## src/rtl/mux_arb_ctrl_4ch.sv

```systemverilog
// mux_arb_ctrl_4ch: four-channel packet multiplexer arbiter.
// Round-robin grant of one channel's FIFO to the shared output; a grant ends on
// that channel's EOP or on watchdog timeout, followed by a fixed idle gap.
module mux_arb_ctrl_4ch #(
  parameter int unsigned TIMEOUT_CYC = 4096,
  parameter int unsigned GAP_CYC     = 2
) (
  input  logic        sys_clk,
  input  logic        sys_rst,
  input  logic        arb_en,
  input  logic [3:0]  pkt_rdy,
  input  logic [3:0]  pkt_eop,
  output logic [3:0]  fifo_ren,
  output logic        grant_vld,
  output logic [1:0]  grant_id,
  output logic        timeout_err,
  output logic [15:0] pkt_total_cnt
);

  localparam logic [15:0] WDOG_LAST = 16'(TIMEOUT_CYC - 1);
  localparam logic [3:0]  GAP_LAST  = 4'(GAP_CYC - 1);

  typedef enum logic [2:0] {
    ST_IDLE  = 3'b001,
    ST_GRANT = 3'b010,
    ST_GAP   = 3'b100
  } state_t;

  state_t      state;
  state_t      state_nxt;
  logic [1:0]  last_id;
  logic [15:0] wdog;
  logic [3:0]  gap_cnt;
  logic        armed;
  logic [1:0]  cand;
  logic [1:0]  win_id;
  logic        win_found;
  logic        eop_hit;
  logic        wdog_hit;

  // Round-robin winner search starting just after the last owner, with wrap
  always_comb begin
    win_found = 1'b0;
    win_id    = last_id;
    cand      = last_id;
    for (int unsigned k = 1; k <= 4; k++) begin
      cand = last_id + 2'(k);
      if (!win_found && pkt_rdy[cand]) begin
        win_found = 1'b1;
        win_id    = cand;
      end
    end
  end

  // Grant termination conditions; only the owning channel's EOP counts
  always_comb begin
    eop_hit  = pkt_eop[grant_id];
    wdog_hit = (wdog == WDOG_LAST);
  end

  // State register
  always_ff @(posedge sys_clk or posedge sys_rst) begin
    if (sys_rst) state <= ST_IDLE;
    else         state <= state_nxt;
  end

  // Next-state logic; illegal encodings fall back to idle.
  // armed holds off arbitration for the first edge after reset release.
  always_comb begin
    state_nxt = state;
    case (state)
      ST_IDLE:  if (armed && arb_en && win_found) state_nxt = ST_GRANT;
      ST_GRANT: if (eop_hit || wdog_hit)          state_nxt = ST_GAP;
      ST_GAP:   if (gap_cnt == GAP_LAST)          state_nxt = ST_IDLE;
      default:  state_nxt = ST_IDLE;
    endcase
  end

  // Outputs derived from the registered state and owner
  always_comb begin
    grant_vld = (state == ST_GRANT);
    fifo_ren  = grant_vld ? (4'b0001 << grant_id) : '0;
  end

  // Owner, watchdog, gap timer, packet counter and timeout pulse
  always_ff @(posedge sys_clk or posedge sys_rst) begin
    if (sys_rst) begin
      armed         <= 1'b0;
      grant_id      <= '0;
      last_id       <= 2'd3;
      wdog          <= '0;
      gap_cnt       <= '0;
      pkt_total_cnt <= '0;
      timeout_err   <= 1'b0;
    end else begin
      armed       <= 1'b1;
      timeout_err <= 1'b0;
      case (state)
        ST_IDLE: begin
          if (state_nxt == ST_GRANT) begin
            grant_id <= win_id;
            wdog     <= '0;
          end
        end
        ST_GRANT: begin
          wdog    <= wdog + 16'd1;
          gap_cnt <= '0;
          if (eop_hit) begin
            pkt_total_cnt <= pkt_total_cnt + 16'd1;
            last_id       <= grant_id;
          end else if (wdog_hit) begin
            timeout_err <= 1'b1;
            last_id     <= grant_id;
          end
        end
        ST_GAP: gap_cnt <= gap_cnt + 4'd1;
        default: ;
      endcase
    end
  end

endmodule

```

## config.mk

```make
export PLATFORM = sky130hd
export DESIGN_NAME = mux_arb_ctrl_4ch
export DESIGN_NICKNAME = d
export VERILOG_FILES = /design/src/rtl/mux_arb_ctrl_4ch.sv
export SDC_FILE = /design/constraint.sdc
export NUM_CORES = 1
export LEC_CHECK = 0
export CELL_PAD_IN_SITES_DETAIL_PLACEMENT = 0
export CELL_PAD_IN_SITES_GLOBAL_PLACEMENT = 2
export CORE_MARGIN = 4
export CORE_UTILIZATION = 30
export DETAILED_ROUTE_END_ITERATION = 8
export GPL_ROUTABILITY_DRIVEN = 0
export MAX_ROUTING_LAYER = met4
export PLACE_DENSITY = 0.83
export SLEW_MARGIN = 5
export SYNTH_ARGS = -nofsm -noshare
export SYNTH_HDL_FRONTEND = slang
export SYNTH_SLANG_ARGS = --single-unit
```

## constraint.sdc

```tcl
create_clock -name sys_clk -period 1.9 [get_ports sys_clk]
set_input_delay 0.19 -clock sys_clk [delete_from_list [all_inputs] [get_ports sys_clk]]
set_output_delay 0.19 -clock sys_clk [all_outputs]
set_load 0.03 [all_outputs]
```

After elaboration in Yosys (flattened, before gate mapping)
Index checks and enable logic that the tools add are counted.
{ "word_totals": {"regBits": 45, "inputBits": 11, "word_cells": 74} }
{ "op_classes": {"addsub": 6, "order_cmp": 5, "eq_ne": 7, "n_shift": 1, "mux": 31, "reduce_logical": 16} }
{ "op_table": {"columns": ["operator", "count"], "rows": [
  ["$add 16x1->16 const B", 2],
  ["$pmux 16 s2", 1],
  ["$eq 16x12->1 const B", 1],
  ["$mux 16", 1],
  ["$lt 2x3->1 const B", 5],
  ["$mux 1", 12],
  ["$mux 2", 6],
  ["$bmux 1 s2", 5],
  ["$mux 3", 3],
  ["$pmux 3 s3", 1],
  ["$pmux 4 s2", 1],
  ["$reduce_and 2->1", 4],
  ["$eq 3x2->1 const B", 2],
  ["$reduce_bool 2->1", 3],
  ["$logic_and 1x1->1", 5],
  ["$add 2x2->2 const B", 2],
  ["$add 4x1->4 const B", 1],
  ["$eq 4x1->1 const B", 1],
  ["$mux 4", 1],
  ["$shl 1x2->4 const A", 1],
  ["$eq 3x1->1 const B", 1],
  ["$eq 3x3->1 const B", 1],
  ["$logic_not 1->1", 3],
  ["$add 2x1->2 const B", 1],
  ["2 further kinds", 2]
]} }

Depth between registers and ports, before layout
{ "depth": {"word_depth": 19, "mapped_depth": 6} }

Worst setup path after synthesis
Ideal clock, no wire load.
{ "synth_timing": {"path_kind": "reg2out", "startpoint": "register state[2]", "endpoint": "output fifo_ren[1]", "t_arrival_ns": 2.016, "t_required_ns": 1.710, "setup_slack_ns": -0.306, "stages_incl_launch_ff": 5, "n_path_buf": 2, "path_cell_list": "dfrtp_1 -> or3b_2 -> buf_2 -> clkbuf_1 -> nor3b_1"} }
{ "synth_between": {"elab_chain_len": 2} }
{ "synth_lines": {"columns": ["element", "line_no", "source"], "rows": [
  ["start: declaration", "29", "state_t state;"],
  ["start signal: assignment", "64", "else state <= state_nxt;"],
  ["$eq 3x2->1", "81", "grant_vld = (state == ST_GRANT);"],
  ["$mux 4", "82", "fifo_ren = grant_vld ? (4'b0001 << grant_id) : '0;"],
  ["end: declaration", "13", "output logic [3:0] fifo_ren,"]
]} }
No other way between the ends.

Worst setup path in the final report
{ "layout_timing": {"startpoint": "register wdog[12]", "endpoint": "register last_id[1]"} }
{ "layout_between": {"elab_chain_len": 3} }
{ "layout_lines": {"columns": ["element", "line_no", "source"], "rows": [
  ["start: declaration", "32", "logic [15:0] wdog;"],
  ["start signal: assignment", "106", "wdog <= wdog + 16'd1;"],
  ["$eq 16x12->1", "58", "wdog_hit = (wdog == WDOG_LAST);"],
  ["$reduce_bool 2->1 (no source line)", null, null],
  ["$reduce_and 2->1 (no source line)", null, null],
  ["end signal: assignment", "110", "last_id <= grant_id;"],
  ["end signal: assignment", "113", "last_id <= grant_id;"],
  ["end: declaration", "31", "logic [1:0] last_id;"]
]} }
No other way between the ends.
A chain may end at the register's enable or synchronous reset.

==> results.py <==
metrics = {
    "cts": {
        "inserted_clock_buffers": 5,
        "ctsRootBufferMaster": "clkbuf_8",
        "cts_hold_repair.buffers": 0,
        "ctsHtreeMaxLevel": 2,
        "cts_tree": "done",
        "clock_path_buffers": 2,
        "clkLatencyLatePin_ns": 0.30,
        "clock_sinks": 45,
        "cts.clk_slew.worst_paths_ns": 0.09,
    },
    "floorplan": {
        "floorplan.initialDensity_pct": 31.6,
        "placeableCoreArea_mm2": 0.00741,
        "placementRows": 31,
        "x_dimension_of_the_die_um": 96.3,
        "ioPinCount": 35,
        "total_die_area_mm2": 0.00928,
        "fp.dieH_um": 96.3,
    },
    "timing": {
        "timing_hold_violations_final": 0,
        "worst_hold_slack_ns": 0.218,
        "timing.final.setup_violations": 0,
        "clock.fmax_mhz": 531,
        "grt_setup_unrepaired": "yes",
        "clock-skew-final_ns": 0.00991,
        "min_period_over_period_pct": 99.1,
        "final.setup.worst_slack_ns": 0.0162,
        "final.min_clock_period_ns": 1.88,
        "slew_violations": 0,
    },
    "place": {
        "placement.io_buffers": 34,
        "hpwlAfterDp_um": 4020,
        "place_inst": 393,
        "pre_cts_slack_ns": -0.0347,
    },
    "critical_path": {
        "timing.critical_path.cells": "or4_4 > nor4_2 > buf_4 > o21a_4 > mux2_2",
        "timing.rr.end": "last_id[1]",
        "crit_path_top_delay_cell": "or4_4",
        "critPathCapture": "last_id[1]",
        "critPathMaxFanout": 3,
        "worst-endpoint-required_ns": 2.13,
        "timing.critical_path.from_type": "flip-flop",
        "critPathBufInv": 1,
        "setup.reg_to_reg.worst_slack_ns": 0.02,
        "crit_family": "simple AND/OR/NAND/NOR gates",
        "path_class": "reg -> reg",
        "r2r-start": "wdog[12]",
        "arrival_ns": 2.11,
        "worstSetupPathDepth": 5,
        "worst_reg2reg_path_depth": 5,
        "crit_path_start": "wdog[12]",
        "max_stage_delay_ns": 0.53,
        "critical_path.endpoint_type": "flip-flop",
    },
    "drt": {
        "post_drt_wl_per_cell_um": 13.7,
        "drt-total-wl_um": 5530,
        "drtPass1Iterations": 4,
        "initialDrtViolationCount": 90,
        "total_number_of_vias": 2005,
        "final_antenna_net_count": 0,
        "drt-vias-per-instance": 4.98,
        "drc": 0,
    },
    "finish": {
        "post_route_cells_drive_above_1_share_pct": 23.7,
        "flow.area_growth_from_synthesis_pct": 34.9,
        "fillerInstances": 704,
        "num-nets-final": 318,
        "num_antenna_cells": 0,
        "final_cell_count_no_fill": 403,
    },
    "synthesis": {
        "synth_top_family_by_area": "simple AND/OR/NAND/NOR gates",
        "synthesis.area_mm2": 0.00234,
        "async_flop_share_pct": 100,
        "xor_and_xnor_fraction_of_the_mapped_netlist_area_pct": 7.11,
        "synthMuxAreaShare_pct": 2.89,
        "number_of_enable_flip_flop_cells_after_synthesis": 0,
        "synth_compound_gate_area_share_pct": 12.7,
        "synthCells": 240,
        "synthDistinctLibCells": 41,
        "post_syn_nets": 255,
        "synth_flop_cell": "dfrtp_1",
        "synth.yosys.seq_area_share_pct": 48.3,
        "yosys.area_share.simple_pct": 24.1,
        "yosysWarnings": 0,
        "postSynthAreaPerCell_um2": 9.75,
        "synth_fa_ha_area_share_pct": 2.14,
        "ys_seq_elements": 45,
    },
    "pwr": {
        "total_leakage_power_uw": 0.00134,
        "power.ir.vdd_worst_uv": 717,
        "cellPowerDensity_mw_per_mm2": 963,
    },
    "run_status": {
        "run_status": "completed",
    },
    "grt": {
        "first_global_vias": 1976,
        "largest_net_degree_at_the_start_of_global_routing": 46,
        "track_usage_pct": 13.6,
        "wire_length_of_the_first_global_routing_pass_um": 9560,
        "grt-ovfl-total": 0,
        "number_of_antenna_violations_at_the_first_check_in_global_routing": 0,
    },
    "worst_hold_path": {
        "hold_path_class": "in -> async",
    },
    "flow_run": {
        "maxcap_violations": 0,
    },
}
==> placed cells by master, fill, tap and decap left out, types with 3 or more instances in the layout <==
cell type        Yosys  layout
buf_4                1      32
nor2_1              16      15
ha_1                 4       3
and4_1               5       5
nor3_1               9       8
xor2_1               5       5
a31oi_1              3       3
mux2_2               4       4
dfrtp_1             42      38
and3_1               7       6
nand2_1             17      17
nand4_1             12      12
buf_12               0       3
dfstp_2              3       3
clkbuf_8             0       5
clkdlybuf4s50_1      0      29
a21oi_1             15      15
nand3_1             10      10
o21ai_0             26      26
dfrtp_2              0       4
nor4_1               4       3
inv_1                7       5
xnor2_1             14      14
==> registers in the layout, indices dropped and copies added (netlist names) <==
register / cells
pkt_total_cnt: 16
wdog: 16
gap_cnt: 4
state: 3
grant_id: 2
last_id: 2
armed: 1
timeout_err: 1
==> tightest hold or removal path: stages <==
cell,delay (ns)
clkdlybuf4s50_1,0.40
clkinv_1,0.07
buf_12,0.24
==> synthesized netlist by cell type, types with 3 or more instances <==
cell type  count  area share (%)
and3_1         7             1.9
o21a_1         3            0.96
o21ai_0       26             5.6
xor2_1         5             1.9
buf_2          3            0.64
nand3_1       10             2.1
xnor2_1       14             5.2
nor2_1        16             2.6
nor3_1         9             1.9
nor4_1         4             1.1
mux2_2         4             1.9
a21oi_1       15             3.2
nand2_1       17             2.7
dfrtp_1       42              45
inv_1          7             1.1
clkbuf_1       4            0.64
a31oi_1        3            0.80
nand4_1       12             3.2
ha_1           4             2.1
dfstp_2        3             3.4
and4_1         5             1.9
or4_1          3            0.96
==> where the power goes <==
group	internal [µW]	switching (µW)
clock network	261	345
logic	521	618
registers	1140	157
total	1920	1120
==> logic make-up (layout without fill, tap and decap cells) <==
kind of cell,count (synthesis),count (layout)
AO/OA/AOI/OAI,52,52
XOR/XNOR,19,19
adder cells (fa/ha/maj),4,4
buffers and inverters,15,79
flip-flops,45,45
multiplexers,5,5
other,1,1
AND/OR/NAND/NOR,99,99
==> through the flow <==
stage | util (%) | setup TNS, ns | total power [µW] | instance area (µm²)
after detailed placement | 40.6 | -0.0351 | 2420 | 3010
after global routing | 42.6 | -0.0697 | 3250 | 3160
after global placement | 40.6 | -0.0696 | 2400 | 3010
final | 42.6 | 0 | 3040 | 3160
after CTS | 42.1 | 0 | 3050 | 3120
after floorplan | - | -0.0801 | 1930 | 2360
==> final cells by class <==
| type | instances | area, µm² | area share (%) |
|---|---|---|---|
| Clock inverter | 3 | 22.5 | 0.713 |
| Inverter | 7 | 28.8 | 0.911 |
| Sequential cell | 45 | 1130 | 35.9 |
| Timing Repair Buffer | 64 | 591 | 18.7 |
| Multi-Input combinational cell | 180 | 1190 | 37.6 |
| Tap cell | 99 | 124 | 3.92 |
| Clock buffer | 5 | 68.8 | 2.18 |
==> repair_timing <==
| action | CTS | global route |
|---|---|---|
| pin swaps | 0 | 3 |
| setup endpoints to repair | 4 | 5 |
| resized for setup | 5 | 9 |
| buffers inserted | 1 | 1 |
==> routing by layer <==
layer / global-route usage (%) / routed length, µm
met5: - / 0
met4: 4.21 / 76
met3: 2.50 / 166
met2: 20.1 / 2570
met1: 18.9 / 2720
==> how the worst min path moves through the flow <==
stage / startpoint / to / slack, ns / depth (start not counted)
final: sys_rst / pkt_total_cnt[9] / 0.22 / 3
after global routing: sys_rst / pkt_total_cnt[7] / 0.24 / 3
after CTS: sys_rst / pkt_total_cnt[4] / 0.23 / 3
after detailed placement: pkt_total_cnt[15] / pkt_total_cnt[15] / 0.47 / 1
after global placement: pkt_total_cnt[15] / pkt_total_cnt[15] / 0.46 / 1
after floorplan: pkt_rdy[0] / grant_id[0] / 0.45 / 3
Power figures use the tool's default switching activity.
